--- config.mk ---
export PLATFORM = sky130hd
export DESIGN_NAME = fht_stage_sequencer
export DESIGN_NICKNAME = d
export VERILOG_FILES = /design/src/rtl/fht_stage_sequencer.sv
export SDC_FILE = /design/constraint.sdc
export NUM_CORES = 1
export LEC_CHECK = 0
export BUFFER_PORTS_ARGS = -buffer_cell sky130_fd_sc_hd__buf_2
export CAP_MARGIN = 20
export CELL_PAD_IN_SITES_DETAIL_PLACEMENT = 1
export CELL_PAD_IN_SITES_GLOBAL_PLACEMENT = 2
export CORE_ASPECT_RATIO = 0.5
export CORE_MARGIN = 1
export CORE_UTILIZATION = 31
export DETAILED_ROUTE_END_ITERATION = 16
export GPL_ROUTABILITY_DRIVEN = 0
export GPL_TIMING_DRIVEN = 0
export PLACE_DENSITY_LB_ADDON = 0.1
export SLEW_MARGIN = 40
export SYNTH_ARGS = -nofsm -noshare
export SYNTH_HDL_FRONTEND = slang
export SYNTH_SLANG_ARGS = --single-unit
--- constraint.sdc ---
create_clock -name iCLK -period 9.9 [get_ports iCLK]
set_input_delay 1.485 -clock iCLK [delete_from_list [all_inputs] [get_ports iCLK]]
set_output_delay 1.485 -clock iCLK [all_outputs]
set_load 0.02 [all_outputs]
--- src/rtl/fht_stage_sequencer.sv ---
// Stage/address sequencer for the 4-bank radix-2 FHT core.
// Define FHT_CTRL_HALF_RATE_EN for two-cycle ticks (WE on the second cycle).
module fht_stage_sequencer #(
  parameter int A_BIT    = 9,
  parameter int PIPE_LAT = 3,
  parameter int ST_BIT   = 5
) (
  input  logic              iCLK,
  input  logic              iRESET,
  input  logic              iSTART,
  input  logic [3:0]        iLOG_LEN,
  input  logic              iCE,
  input  logic              iHOLD,
  output logic              oRDY,
  output logic              oDONE,
  output logic [ST_BIT-1:0] oSTAGE,
  output logic              oST_ZERO,
  output logic              oST_LAST,
  output logic [A_BIT-1:0]  oSECTOR,
  output logic              o2ND_HALF,
  output logic              oRD_VALID,
  output logic [A_BIT-1:0]  oADDR_RD_EVEN,
  output logic [A_BIT-1:0]  oADDR_RD_ODD,
  output logic [A_BIT-1:0]  oADDR_WR_EVEN,
  output logic [A_BIT-1:0]  oADDR_WR_ODD,
  output logic [A_BIT-1:0]  oADDR_COEF,
  output logic              oWE_A,
  output logic              oWE_B,
  output logic              oSOURCE
);

  localparam int TW = A_BIT + 5;
  localparam logic [3:0] LMAX = 4'(A_BIT);
  localparam logic [A_BIT:0] ONE = {{A_BIT{1'b0}}, 1'b1};

  typedef enum logic [1:0] {S_IDLE, S_RUN, S_DONE} state_t;

  state_t            r_st;
  logic [3:0]        r_len;
  logic [ST_BIT-1:0] r_s;
  logic [TW-1:0]     r_t;
  logic              r_src;

  logic              w_qual;
  logic              w_tick;
  logic              w_load;
  logic [3:0]        w_len_in;
  logic [TW-1:0]     w_bl;
  logic              w_t_last;
  logic              w_s_last;
  logic              w_s0;
  logic [ST_BIT-1:0] w_ld;
  logic [A_BIT:0]    w_mask;
  logic              w_rd_ok;
  logic              w_wr_ok;
  logic [A_BIT-1:0]  w_rrow;
  logic [A_BIT-1:0]  w_wrow;
  logic [A_BIT:0]    w_roff;
  logic [A_BIT:0]    w_woff;
  logic              w_bypass;
  logic [A_BIT-1:0]  w_coef;
  logic [A_BIT-1:0]  w_sec;
  logic              w_half;

  // Mirror the offset inside its sector: k*D + ((D-o) mod D)
  function automatic logic [A_BIT-1:0] f_odd(
    input logic [A_BIT-1:0] row,
    input logic [A_BIT:0]   mask,
    input logic             bypass
  );
    logic [A_BIT:0] o;
    logic [A_BIT:0] m;
    o = {1'b0, row} & mask;
    m = ({1'b0, row} & ~mask) | ((mask + ONE - o) & mask);
    return bypass ? row : m[A_BIT-1:0];
  endfunction

`ifdef FHT_CTRL_HALF_RATE_EN
  logic r_ph;
  assign w_qual = (r_st == S_RUN) & iCE & ~iHOLD;
  assign w_load = w_qual & ~r_ph;
  assign w_tick = w_qual & r_ph;
`else
  assign w_qual = (r_st == S_RUN) & iCE & ~iHOLD;
  assign w_load = w_qual;
  assign w_tick = w_qual;
`endif

  assign w_len_in = (iLOG_LEN < 4'd2) ? 4'd2 :
                    (iLOG_LEN > LMAX) ? LMAX : iLOG_LEN;
  assign w_bl     = TW'(1) << r_len;
  assign w_t_last = (r_t == w_bl + TW'(PIPE_LAT) - TW'(1));
  assign w_s_last = (r_s == ST_BIT'(r_len) + ST_BIT'(1));
  assign w_s0     = (r_s == '0);
  assign w_ld     = w_s0 ? ST_BIT'(r_len)
                         : ST_BIT'(r_len) - r_s + ST_BIT'(1);
  assign w_mask   = (ONE << w_ld) - ONE;
  assign w_rd_ok  = (r_t < w_bl);
  assign w_wr_ok  = (r_t >= TW'(PIPE_LAT));
  assign w_rrow   = A_BIT'(r_t);
  assign w_wrow   = A_BIT'(r_t - TW'(PIPE_LAT));
  assign w_roff   = {1'b0, w_rrow} & w_mask;
  assign w_woff   = {1'b0, w_wrow} & w_mask;
  assign w_bypass = w_s0 | w_s_last;
  assign w_coef   = w_s0 ? '0
                         : A_BIT'(w_roff << (r_s - ST_BIT'(1)));
  assign w_sec    = A_BIT'({1'b0, w_rrow} >> w_ld);
  assign w_half   = ~w_s0 & (w_mask != '0) &
                    (w_woff >= ((w_mask + ONE) >> 1));

  always_ff @(posedge iCLK) begin
    if (iRESET) begin
      r_st          <= S_IDLE;
      r_len         <= 4'd2;
      r_s           <= '0;
      r_t           <= '0;
      r_src         <= 1'b0;
`ifdef FHT_CTRL_HALF_RATE_EN
      r_ph          <= 1'b0;
`endif
      oRDY          <= 1'b1;
      oDONE         <= 1'b0;
      oSTAGE        <= '0;
      oST_ZERO      <= 1'b0;
      oST_LAST      <= 1'b0;
      oSECTOR       <= '0;
      o2ND_HALF     <= 1'b0;
      oRD_VALID     <= 1'b0;
      oADDR_RD_EVEN <= '0;
      oADDR_RD_ODD  <= '0;
      oADDR_WR_EVEN <= '0;
      oADDR_WR_ODD  <= '0;
      oADDR_COEF    <= '0;
      oWE_A         <= 1'b0;
      oWE_B         <= 1'b0;
      oSOURCE       <= 1'b0;
    end else begin
      oDONE     <= 1'b0;
      oRD_VALID <= 1'b0;
      oWE_A     <= 1'b0;
      oWE_B     <= 1'b0;
      unique case (r_st)
        S_IDLE: begin
          if (iSTART) begin
            r_st  <= S_RUN;
            oRDY  <= 1'b0;
            r_len <= w_len_in;
            r_s   <= '0;
            r_t   <= '0;
            r_src <= 1'b0;
`ifdef FHT_CTRL_HALF_RATE_EN
            r_ph  <= 1'b0;
`endif
          end
        end
        S_RUN: begin
`ifdef FHT_CTRL_HALF_RATE_EN
          if (w_qual) r_ph <= ~r_ph;
`endif
          if (w_load) begin
            oSTAGE    <= r_s;
            oST_ZERO  <= w_s0;
            oST_LAST  <= w_s_last;
            oSOURCE   <= r_src;
            oRD_VALID <= w_rd_ok;
            if (w_rd_ok) begin
              oADDR_RD_EVEN <= w_rrow;
              oADDR_RD_ODD  <= f_odd(w_rrow, w_mask, w_bypass);
              oSECTOR       <= w_sec;
              oADDR_COEF    <= w_coef;
            end
            if (w_wr_ok) begin
              oADDR_WR_EVEN <= w_wrow;
              oADDR_WR_ODD  <= f_odd(w_wrow, w_mask, w_bypass);
              o2ND_HALF     <= w_half;
            end
          end
          if (w_tick) begin
            oWE_A <= w_wr_ok & r_s[0];
            oWE_B <= w_wr_ok & ~r_s[0];
            if (w_t_last) begin
              r_t <= '0;
              if (w_s_last) begin
                r_st  <= S_DONE;
                oDONE <= 1'b1;
              end else begin
                r_s   <= r_s + ST_BIT'(1);
                r_src <= ~r_src;
              end
            end else begin
              r_t <= r_t + TW'(1);
            end
          end
        end
        S_DONE: begin
          r_st          <= S_IDLE;
          oRDY          <= 1'b1;
          r_s           <= '0;
          oSTAGE        <= '0;
          oST_ZERO      <= 1'b0;
          oST_LAST      <= 1'b0;
          oSECTOR       <= '0;
          o2ND_HALF     <= 1'b0;
          oADDR_RD_EVEN <= '0;
          oADDR_RD_ODD  <= '0;
          oADDR_WR_EVEN <= '0;
          oADDR_WR_ODD  <= '0;
          oADDR_COEF    <= '0;
          oSOURCE       <= 1'b0;
        end
        default: r_st <= S_IDLE;
      endcase
    end
  end

endmodule

==> metrics.txt <==
total CTS buffers 9; Worst setup EP type flop; IO Pins 77; largest net degree at the start of global routing 17; crit start category flop; antenna violations before repair 0; unrepaired setup endpoints after global routing false; hold slack 0.442 ns; Rows 38; layout cell share with drive strength beyond 1 0.149; R2R depth 25; register area share after synthesis 0.262; Arrival @ worst endpoint 7.31 ns; Worst R2R End oADDR_RD_ODD[8]$_SDFFE_PP0P_; H-tree levels 3; Layout area overhead 16.2%; Final Hold Viols 0; crit share post-route 0.706; Hold Path Class flop to flop; vias in the first global route 6890; Post-CTS Resized 0; Hold Path Stages 2; Worst path max stage delay 0.56 ns; initial DRC count 458; Synth cell types 78; HP Start oST_LAST$_SDFFE_PP0P_; Sum Neg Setup Slack 0 ns; Syn Nets 967; Worst-path clk slew 0.07 ns; first-pass GRT wire length 42100 µm; GRT Util Overall 0.245; asr flop ratio synth 0; Via density 5.48; reg2reg start r_s[0]$_SDFFE_PP0P_; Synth area leader dfxtp_1; Max IR drop VDD 0.0885 mV; Filler cells 2721; crit path kind flop to flop; Final Max Slew Viols 0; hold endpoint oST_LAST$_SDFFE_PP0P_; slew at the pin closest to its max-slew limit 0.845 ns; most common cell after layout, fill and taps aside nand2_1; most frequent cells in the layout 107 x nand2_1, 92 x dfxtp_1, 86 x nor2_1, 80 x buf_2, 59 x ha_1; fin util 0.372; Ys Warns 0; Cells after Synth 898; first drt pass iteration count 5; status completed; top post-synthesis cells by area dfxtp_1 26%, ha_1 10%, nand2_1 5.7%; die area 23300 µm²; clk_skew 0.00840 ns; #FFs+latches synth 92; maximum root-to-sink buffer count 2; setup repair bufs after CTS 0; antenna viol nets, final 0; Leak 3.41 nW; vias 7077; Clock Latency Late Sink 0.38 ns; top cell type's share of synthesized area 0.262; critical path's most frequent cell ha_1; hpwl dp 22000 µm; Setup-failing EPs final 0; Post-Syn Area 7030 µm²; crit-path max FO 11; core area 22000 µm²; TritonCTS Sinks 92; slowest CP cell clkinv_1; Port Buffers 75; # Max-Cap Violations 0; GR Util met1 0.369; relative slew slack 0.435; Starting Density 0.320; drt total wl 27900 µm; Synth Flop Type dfxtp_1; global routing usage on met2 0.347; nets 1054; Power Dens Cells 168 nW/µm²; residual DRC count 0; Top Usage Layer GRT met1; R2R Setup Slk 2.91 ns; DIE HEIGHT 109 µm; Post-CTS Hold Fix Bufs 0; Congestion Overflow GR 0; Avg Cell Area, Syn 7.83 µm²; Die Width 215 µm; Final Critical Period 6.99 ns; WL per Instance 21.6 µm; fmax 143 MHz; Worst Path Required 10.22 ns; GR Util met3 0.0520; CTS tree yes; EDFF count, synth 0; Root Driver clkbuf_16
==> synthesized netlist by cell type (all sizes together), types with 12 or more instances <==
master	n
nor3	25
xor2	25
mux2i	25
clkbuf	38
ha	59
a22o	17
nand2	110
nand3	49
nor2	91
inv	39
buf	12
xnor2	36
o21ai	40
nand2b	13
dfxtp	92
a21oi	53
==> logic make-up (layout without fill, tap and decap cells) <==
kind of cell / Yosys count / count (layout) / synth area share
other: 0 / 1 / 0
buffers and inverters: 92 / 184 / 0.0553
adder cells (fa/ha/maj): 60 / 60 / 0.108
multiplexers: 35 / 35 / 0.0612
AO/OA/AOI/OAI: 191 / 191 / 0.182
flip-flops: 92 / 92 / 0.262
XOR/XNOR: 61 / 61 / 0.0786
AND/OR/NAND/NOR: 367 / 367 / 0.253
==> critical path: cells and delay by family (launching register included) <==
kind	cells	cell delay (ns)
buf+inv	4	1.19
compound gates	4	1.24
simple gates	10	2.00
flops	1	0.34
xor+xnor	2	0.66
fa+ha+maj	5	1.48
==> metrics by stage <==
step	cells	total power, mW	worst slack [ns]	cell area, µm²
after floorplan	898	0.801	4.65	7030
after global placement	1273	0.939	3.21	7780
after detailed placement	1273	0.948	3.09	7790
after CTS	1289	1.37	3.05	8140
after global routing	1290	1.45	2.50	8170
final	1291	1.37	2.91	8170
==> worst max-delay path by stage <==
| stage | start | end | slack (ns) | cells past startpoint |
|---|---|---|---|---|
| floorplan | r_len[1]$_SDFFE_PP1P_ | oADDR_RD_ODD[8]$_SDFFE_PP0P_ | 4.65 | 25 |
| global placement | r_s[0]$_SDFFE_PP0P_ | oADDR_RD_ODD[8]$_SDFFE_PP0P_ | 3.21 | 25 |
| detailed placement | r_s[0]$_SDFFE_PP0P_ | oADDR_RD_ODD[8]$_SDFFE_PP0P_ | 3.09 | 25 |
| CTS | r_s[0]$_SDFFE_PP0P_ | oADDR_RD_ODD[8]$_SDFFE_PP0P_ | 3.05 | 25 |
| global route | r_s[0]$_SDFFE_PP0P_ | oADDR_RD_ODD[8]$_SDFFE_PP0P_ | 2.50 | 25 |
| finish | r_s[0]$_SDFFE_PP0P_ | oADDR_RD_ODD[8]$_SDFFE_PP0P_ | 2.91 | 25 |
==> per-layer routing <==
metal,wire length [µm],vias to the layer above,share of wire
li1,-,3350,-
met1,15100,3554,0.54
met2,11000,153,0.40
met3,1410,20,0.051
met4,331,0,0.012
met5,0,-,0
==> final cells by class <==
cell class | count | area, µm² | share of cell area
Clock inverter | 7 | 123 | 0.0150
Inverter | 42 | 158 | 0.0193
Tap cell | 300 | 375 | 0.0459
Multi-Input combinational cell | 714 | 4830 | 0.591
Antenna cell | 1 | 2.50 | 0.000306
Clock buffer | 9 | 225 | 0.0276
Sequential cell | 92 | 1840 | 0.225
Buffer | 50 | 233 | 0.0285
Timing Repair Buffer | 76 | 387 | 0.0473
==> registers in the layout, summed over array words and instances, names as in the netlist <==
signal and count:
oDONE 1, oADDR_RD_EVEN 9, oRDY 1, r_len 4, oSTAGE 5, r_src 1, oADDR_COEF 9, oADDR_WR_ODD 8
oADDR_WR_EVEN 9, oWE_B 1, oSOURCE 1, o2ND_HALF 1, oADDR_RD_ODD 8, oRD_VALID 1, oST_LAST 1, oST_ZERO 1
oSECTOR 9, oWE_A 1, r_st 2, r_t 14, r_s 5
==> where the power goes <==
group / switching (mW) / internal (mW) / leakage, nW
logic: 0.354 / 0.217 / 2.50
clock network: 0.173 / 0.249 / 0.168
registers: 0.00633 / 0.375 / 0.743
total: 0.534 / 0.840 / 3.41
No activity file was read; power rests on OpenSTA's default activity.
